[src/rtl/lsu_ctrl_pkg.sv]
// Shared definitions for the load/store initiator: data memory access type codes
// (also used by the data memory) and the controller state codes.
package lsu_ctrl_pkg;

    localparam logic [2:0] DM_w  = 3'd0;
    localparam logic [2:0] DM_h  = 3'd1;
    localparam logic [2:0] DM_hu = 3'd2;
    localparam logic [2:0] DM_b  = 3'd3;
    localparam logic [2:0] DM_bu = 3'd4;

    typedef enum logic [1:0] {
        LSU_IDLE   = 2'd0,
        LSU_ACCESS = 2'd1,
        LSU_RESP   = 2'd2
    } lsu_state_e;

    function automatic logic type_is_legal(input logic [2:0] acc_type);
        return acc_type <= DM_bu;
    endfunction

endpackage

[src/rtl/lsu_ctrl_check.sv]
// Combinational request validator: alignment, address window, access type and
// store/type compatibility. Any violation raises err.
module lsu_check
    import lsu_ctrl_pkg::*;
#(
    parameter logic [31:0] ADDR_LIMIT = 32'h0000_1000
) (
    input  logic        we,
    input  logic [2:0]  acc_type,
    input  logic [31:0] addr,
    output logic        err
);

    logic misaligned;
    logic out_of_range;
    logic bad_type;
    logic bad_store;

    always_comb begin
        misaligned = 1'b0;
        case (acc_type)
            DM_w:         misaligned = (addr[1:0] != 2'b00);
            DM_h, DM_hu:  misaligned = addr[0];
            default:      misaligned = 1'b0;
        endcase
    end

    assign out_of_range = (addr >= ADDR_LIMIT);
    assign bad_type     = !type_is_legal(acc_type);
    // Unsigned variants only make sense for loads.
    assign bad_store    = we && ((acc_type == DM_hu) || (acc_type == DM_bu));

    assign err = misaligned | out_of_range | bad_type | bad_store;

endmodule

[src/rtl/lsu_ctrl.sv]
// Load/store initiator between MEM stage and data memory: one request at a time,
// a single-cycle memory access for legal requests, and a registered response.
module lsu_ctrl
    import lsu_ctrl_pkg::*;
#(
    parameter logic [31:0] ADDR_LIMIT = 32'h0000_1000
) (
    input  logic        clk,
    input  logic        reset,
    input  logic        req_valid,
    output logic        req_ready,
    input  logic        req_we,
    input  logic [2:0]  req_type,
    input  logic [31:0] req_addr,
    input  logic [31:0] req_wdata,
    input  logic [31:0] req_pc,
    output logic        dm_wr,
    output logic [2:0]  dm_type,
    output logic [31:0] dm_addr,
    output logic [31:0] dm_wd,
    output logic [31:0] dm_pc,
    input  logic [31:0] dm_rdata,
    output logic        rsp_valid,
    input  logic        rsp_ready,
    output logic [31:0] rsp_data,
    output logic        rsp_err,
    output logic [31:0] rsp_badaddr
);

    lsu_state_e  state_reg;
    logic        req_ready_reg;
    logic        dm_wr_reg;
    logic [2:0]  dm_type_reg;
    logic [31:0] dm_addr_reg;
    logic [31:0] dm_wd_reg;
    logic [31:0] dm_pc_reg;
    logic        rsp_valid_reg;
    logic [31:0] rsp_data_reg;
    logic        rsp_err_reg;
    logic [31:0] rsp_badaddr_reg;
    logic        chk_err;

    lsu_check #(
        .ADDR_LIMIT (ADDR_LIMIT)
    ) u_check (
        .we       (req_we),
        .acc_type (req_type),
        .addr     (req_addr),
        .err      (chk_err)
    );

    // The dm_* registers double as the captured request; they are only non-zero
    // during ACCESS, so the memory port is quiet in every other state.
    always_ff @(posedge clk) begin
        if (!reset) begin
            state_reg       <= LSU_IDLE;
            req_ready_reg   <= 1'b1;
            dm_wr_reg       <= 1'b0;
            dm_type_reg     <= '0;
            dm_addr_reg     <= '0;
            dm_wd_reg       <= '0;
            dm_pc_reg       <= '0;
            rsp_valid_reg   <= 1'b0;
            rsp_data_reg    <= '0;
            rsp_err_reg     <= 1'b0;
            rsp_badaddr_reg <= '0;
        end else begin
            case (state_reg)
                LSU_IDLE: begin
                    if (req_valid) begin
                        req_ready_reg <= 1'b0;
                        if (chk_err) begin
                            state_reg       <= LSU_RESP;
                            rsp_valid_reg   <= 1'b1;
                            rsp_err_reg     <= 1'b1;
                            rsp_badaddr_reg <= req_addr;
                            rsp_data_reg    <= '0;
                        end else begin
                            state_reg   <= LSU_ACCESS;
                            dm_wr_reg   <= req_we;
                            dm_type_reg <= req_type;
                            dm_addr_reg <= req_addr;
                            dm_wd_reg   <= req_we ? req_wdata : 32'd0;
                            dm_pc_reg   <= req_pc;
                        end
                    end
                end
                LSU_ACCESS: begin
                    state_reg     <= LSU_RESP;
                    rsp_valid_reg <= 1'b1;
                    rsp_err_reg   <= 1'b0;
                    rsp_data_reg  <= dm_wr_reg ? 32'd0 : dm_rdata;
                    dm_wr_reg     <= 1'b0;
                    dm_type_reg   <= '0;
                    dm_addr_reg   <= '0;
                    dm_wd_reg     <= '0;
                    dm_pc_reg     <= '0;
                end
                LSU_RESP: begin
                    if (rsp_ready) begin
                        state_reg       <= LSU_IDLE;
                        req_ready_reg   <= 1'b1;
                        rsp_valid_reg   <= 1'b0;
                        rsp_data_reg    <= '0;
                        rsp_err_reg     <= 1'b0;
                        rsp_badaddr_reg <= '0;
                    end
                end
                default: begin
                    state_reg       <= LSU_IDLE;
                    req_ready_reg   <= 1'b1;
                    dm_wr_reg       <= 1'b0;
                    dm_type_reg     <= '0;
                    dm_addr_reg     <= '0;
                    dm_wd_reg       <= '0;
                    dm_pc_reg       <= '0;
                    rsp_valid_reg   <= 1'b0;
                    rsp_data_reg    <= '0;
                    rsp_err_reg     <= 1'b0;
                    rsp_badaddr_reg <= '0;
                end
            endcase
        end
    end

    assign req_ready   = req_ready_reg;
    assign dm_wr       = dm_wr_reg;
    assign dm_type     = dm_type_reg;
    assign dm_addr     = dm_addr_reg;
    assign dm_wd       = dm_wd_reg;
    assign dm_pc       = dm_pc_reg;
    assign rsp_valid   = rsp_valid_reg;
    assign rsp_data    = rsp_data_reg;
    assign rsp_err     = rsp_err_reg;
    assign rsp_badaddr = rsp_badaddr_reg;

endmodule
[config.mk]
export PLATFORM = sky130hd
export DESIGN_NAME = lsu_ctrl
export DESIGN_NICKNAME = d
export VERILOG_FILES = /design/src/rtl/lsu_ctrl_pkg.sv /design/src/rtl/lsu_ctrl_check.sv /design/src/rtl/lsu_ctrl.sv
export SDC_FILE = /design/constraint.sdc
export NUM_CORES = 1
export LEC_CHECK = 0
export BUFFER_PORTS_ARGS = -buffer_cell sky130_fd_sc_hd__buf_2
export CORE_MARGIN = 5
export CORE_UTILIZATION = 48
export DETAILED_ROUTE_END_ITERATION = 16
export GPL_TIMING_DRIVEN = 0
export PLACE_DENSITY_LB_ADDON = 0.25
export SLEW_MARGIN = 15
export SYNTH_ARGS = -nofsm -noshare
export SYNTH_HDL_FRONTEND = slang
export SYNTH_HIERARCHICAL = 1
export SYNTH_SLANG_ARGS = --single-unit
export TNS_END_PERCENT = 5
[constraint.sdc]
create_clock -name clk -period 3.6 [get_ports clk]
set_input_delay 0.18 -clock clk [delete_from_list [all_inputs] [get_ports clk]]
set_output_delay 0.18 -clock clk [all_outputs]
set_load 0.005 [all_outputs]
==> impl_results.md, run 1 <==
* FF/Latch Area at roughly 3400 µm²
* Top cell by count, worst path: buf_2
* Critical Path AT at roughly 2.7 ns
* DR vias at 6023
* Stages on worst setup path at 8
* Pwr dens at 445 nW/µm²
* Port bufs at roughly 300
* Clock skew at roughly 0.013 ns
* Power consumption at 3910 µW
* Seq cells post-synth at 169
* CTS clock-pin slew for the worst setup and hold paths at 0.06 ns
* R2R depth at 5
* Crit path kind: in -> reg
* Tmin final at about 2.4 ns
* Status: finished, final reports clean
* Largest net degree at the start of global routing at 17
* Bufs on Longest Clock Path at 2
* Crit end category: flip-flop
* Critical Path Source: req_addr[28]
* Fillers at 752
* Actual slew at the worst max-slew pin at 0.596 ns
* DP Area at 7270 µm²
* Fin nets at 1107
* Reg-to-Reg Start: state_reg[1]
* Top cell type's share of synthesized area at 0.606
* Worst-Skew Late Latency at 0.42 ns
* Vias per inst at 5.33
* Final hold violations at 0
* Leakage at 0.00418 µW
* I/O pins at 303
* Final Instance Count excl. Fillers at 1129
* Crit Reg-Reg Endpoint: dm_wd[22]
* RD Place Congestion at 0.777
* Rows at 39
* First-pass GRT wire length at approximately 33000 µm
* Synth cell types at 31
* Share of cells above drive strength 1 at 0.369
* Grt ovf at 0
* Worst-path cell with the longest stage delay: nor3b_2
* WL final at between 20000 and 25000 µm
* FF-to-FF setup slack at 1.72 ns
* Die Y at between 100 and 150 µm
* Post-synthesis sequential area ratio at 0.606
* Initial antenna violation count at 1
* CP peak stage delay at 0.61 ns
* HPWL after detailed placement at 13500 µm
* Post-Syn Area at 5580 µm²
* Rel. slew slack at 0.601
* Most used DFF post-synth: dfxtp_1
* Largest area contributor in the netlist: dfxtp_1
* Starting Density at 0.489
* Asr flop ratio synth at 0
* Leading cell type in the layout, fill and taps excluded: buf_2
* DRC errors left at 0
* Critical Path RT at 3.90 ns
* Full die area at 13900 µm²
* Maximum clock rate at 418 MHz
* Dpl cells at 999
* Initial DRC count at roughly 560
* Multi-input gate area at 1960 µm²
* H-tree levels at 4
* Post-Syn Instances at about 550
* HP Class: in -> reg
* CTS tree: built
* Syn avg cell area at a little over 10 µm²
* Crit path buf inv count at 2
* Max FO, Critical Path at 10
* CTS Root Cell: clkbuf_16
* # clock sinks at 169
* RSZ-0062 raised after global routing: no
* Synthesis Warnings at 6
* Total GRT Usage at 0.296
* Final setup viols at 0
* Vias in the first global route at 6214
* Worst hold slack at 0.0127 ns
* Slew Limit Fails at 0
* Worst setup SP type: input port
* Total Neg Setup Slack at 0 ns
* DRT Pass-1 Iters at 7
* CP Capture Point: dm_wd[22]
* Post-synth EDFFs at 0
* Area Growth Syn to Fin at 57.4%
* Top post-synthesis cells by area: dfxtp_1, a22o_1, nand2_1
* Synth Net Count at 690
* Total core area at approximately 11000 µm²
* Period utilization at 0.664
* Crit-path leading delay family: simple AND/OR/NAND/NOR gates
* Design Area, Final at about 9000 µm²
* Most frequent cells in the layout: buf_2, dfxtp_1, nand2_1, a22o_1, dlygate4sd3_1
* Post-DRT Antenna Nets at 0
* Die W at around 120 µm
* Max-Cap Viols at 0
* Peak VDD IR at 0.000434 V
* Cts bufs inserted at 17
* Routed wire length per instance at 18.7 µm
* Crit-path cells: buf_2 -> nor4_1 -> o311a_1 -> nand4_1 -> nor3b_2 -> nor2_1 -> buf_2 -> a22o_1
## worst min-delay path by stage
stage | start | endpoint | slack [ns] | cells past startpoint
2_1_floorplan | reset | req_ready | 0.24 | 1
3_3_place_gp | dm_rdata[13] | rsp_data[13] | 0.39 | 2
5_1_grt | req_pc[25] | dm_pc[25] | 0.003 | 3
6_report | req_addr[4] | rsp_badaddr[4] | 0.01 | 2
4_1_cts | req_pc[25] | dm_pc[25] | 0.0007 | 3
3_5_place_dp | dm_rdata[14] | rsp_data[14] | 0.39 | 2
## Yosys cell counts (2+ instances only)
| cell | count |
|---|---|
| buf_6 | 3 |
| nor2_1 | 3 |
| a22o_1 | 96 |
| and3_1 | 2 |
| and4_1 | 2 |
| clkbuf_1 | 16 |
| nor2b_1 | 2 |
| nand2_1 | 140 |
| a21oi_1 | 71 |
| o21ai_0 | 3 |
| nor4_1 | 5 |
| buf_4 | 5 |
| buf_2 | 20 |
| dfxtp_1 | 169 |
## per-layer routing
metal  vias up  global-route usage  wire [µm]
li1       2780                   -          -
met1      2821               0.334       7940
met2       355               0.509      10600
met3        67              0.0961       1830
met4         0               0.133        775
met5         -                   0          0
## kinds of logic (layout without fill, tap and decap cells)
kind of cell / count (synthesis) / after routing / share of synthesized area
compound gates: 177 / 177 / 0.231
buf+inv: 45 / 475 / 0.0421
flops: 169 / 169 / 0.606
other cells: 0 / 2 / 0
simple gates: 163 / 163 / 0.121
## where the power goes
group	total [µW]	leakage, µW	switching [µW]	internal, µW
clock network	1690	0.000266	721	973
registers	1910	0.00137	13.6	1900
logic	311	0.00255	137	173
## area by class of cell
cell class	count	area share
diodes	2	0.000570
clock buffers	26	0.0580
plain buffers	44	0.0263
repair buffers	398	0.281
flip-flops and latches	169	0.385
clock inverters	6	0.00441
inverters	1	0.000427
multi-input cells	340	0.224
well taps	143	0.0204
## through the flow
stage          setup WS, ns   util
2_1_floorplan          1.75      -
3_3_place_gp          0.980  0.637
3_5_place_dp          0.919  0.637
4_1_cts                1.36  0.769
5_1_grt                1.10  0.769
6_report               1.21  0.770
## repair_timing
| item | in CTS | in global routing |
|---|---|---|
| setup buffers | 0 | 0 |
| hold buffers | 96 | 0 |
| resized for setup | 0 | 0 |
| endpoints found under the hold margin | 97 | 0 |
(Power assumes the default switching activity.)
==> run 2, diff against run 1 <==
Settings changed: CORE_UTILIZATION 48 to 44.
Clock period 3.6 ns to 2.3 ns, I/O delays scaled along.
==> run 2 against run 1 <==
Hold slack gained 0.040 ns; flip-flop and latch count is the same; sequential power grew 57%; clock power grew 60%; critical path depth is the same; setup slack lost 0.99 ns; critical path type unchanged; core utilization shrank 3.3 points; sequential share of layout area shrank 1.8 points; final area grew 5.0%; die area grew 8.3%.
==> impl_results.md, run 2 (synthesis gave the netlist of run 1 again) <==
* Total GRT Usage at 0.268
* # diodes at 0
* Vias in the first global route at between 6000 and 7000
* Fillers at 883
* Area Growth Syn to Fin at 65.2%
* Critical Path RT at 2.60 ns
* Full die area at approximately 15000 µm²
* CTS tree: built
* WL final at 20800 µm
* Rows at 41
* Share of cells above drive strength 1 at 0.356
* Clock skew at 0.00617 ns
* Leakage at roughly 0.0043 µW
* Crit path kind: in -> reg
* HP Class: in -> reg
* Worst-Skew Late Latency at 0.41 ns
* Initial antenna violation count at 0
* Routed wire length per instance at 17.4 µm
* HPWL after detailed placement at ~13000 µm
* First-pass GRT wire length at 31400 µm
* Initial DRC count at around 400
* Worst hold slack at 0.0528 ns
* Total Neg Setup Slack at 0 ns
* Setup WS post-layout at about 0.22 ns
* Worst setup SP type: input port
* DRC errors left at 0
* Util after Layout at 0.737
* Period utilization at 0.904
* Bufs on Longest Clock Path at 2
* Maximum clock rate at 481 MHz
* CTS Root Cell: clkbuf_16
* Leading cell type in the layout, fill and taps excluded: buf_2
* Final setup viols at 0
* Critical Path AT at ~2.4 ns
* Peak VDD IR at 0.000421 V
* Post-DRT Antenna Nets at 0
* Die Y at 123 µm
* CTS clock-pin slew for the worst setup and hold paths at approximately 0.060 ns
* DR vias at between 6000 and 7000
* Max-Cap Viols at 0
* Grt ovf at 0
* DRT Pass-1 Iters at 5
* Most frequent cells in the layout: buf_2, dfxtp_1, nand2_1, dlygate4sd3_1, a22o_1
* Vias per inst at 5.13
* Final hold violations at 0
* Max FO, Critical Path at 10
* Cts bufs inserted at 17
* Rel. slew slack at 0.661
* Total core area at between 10000 and 15000 µm²
* H-tree levels at 4
* Slew Limit Fails at 0
* Crit end category: flip-flop
* Starting Density at 0.446
* Status: finished, final reports clean
* Actual slew at the worst max-slew pin at 0.505 ns
* RSZ-0062 raised after global routing: no
* Pwr dens at 675 nW/µm²
* Tmin final at 2.08 ns
* Die W at roughly 120 µm
* Largest net degree at the start of global routing at 17
* I/O pins at 303
* # clock sinks at 169
* RD Place Congestion at 0.795
* Fin nets at 1146
* Port bufs at 302
* Pre-CTS WS at -0.329 ns
-- run 2: where the power goes --
group / switching [µW] / leakage [µW] / internal [µW] / total [µW]
Combinational: 224 / 0.00271 / 312 / 536
Clock: 1090 / 0.000271 / 1610 / 2700
Sequential: 23.0 / 0.00137 / 2970 / 2990
-- run 2: cell type report --
class	instances	area (µm²)	share of cell area
clock inverters	6	63.8	0.00692
well taps	172	215	0.0233
clock buffers	26	499	0.0541
flip-flops and latches	169	3380	0.367
multi-input cells	340	1970	0.214
plain buffers	44	231	0.0251
inverters	1	3.75	0.000407
repair buffers	437	2860	0.310
-- run 2: metrics by stage --
step / std cells / total power (µW) / instance area, µm²
final: 1195 / 6220 / 9230
after global routing: 1195 / 6420 / 9230
after CTS: 1193 / 6250 / 9200
after detailed placement: 1028 / 3390 / 7310
after global placement: 1028 / 3380 / 7310
after floorplan: 554 / 3170 / 5580
-- run 2: worst max-delay path, stage by stage --
cell and delay (ns):
dlygate4sd3_1 0.54, buf_2 0.15, o21ai_0 0.08, nand4_1 0.30
nor3b_4 0.49, nor2_1 0.19, buf_2 0.24, a22o_1 0.27
-- run 2: worst paths after layout --
path / start / endpoint / slack, ns / cells past startpoint
max: req_we / dm_wd[2] / 0.22 / 8
min: rsp_ready / state_reg[1] / 0.05 / 4
max reg2reg: state_reg[1] / dm_addr[23] / 0.58 / 6
min reg2reg: dm_pc[0] / dm_pc[0] / 0.45 / 2
-- run 2: timing repair --
action / 4_1_cts / 5_1_grt
hold buffers: 133 / 0
endpoints found under the setup margin: 0 / 89
buffers inserted: 0 / 2
gates resized for setup: 0 / 1
endpoints found under the hold margin: 165 / 0
-- run 2: layer usage --
layer  wire length (µm)  global-route usage
met4                964               0.148
met2              10200               0.469
met5                  0                   0
met1               7800               0.286
met3               1760              0.0857
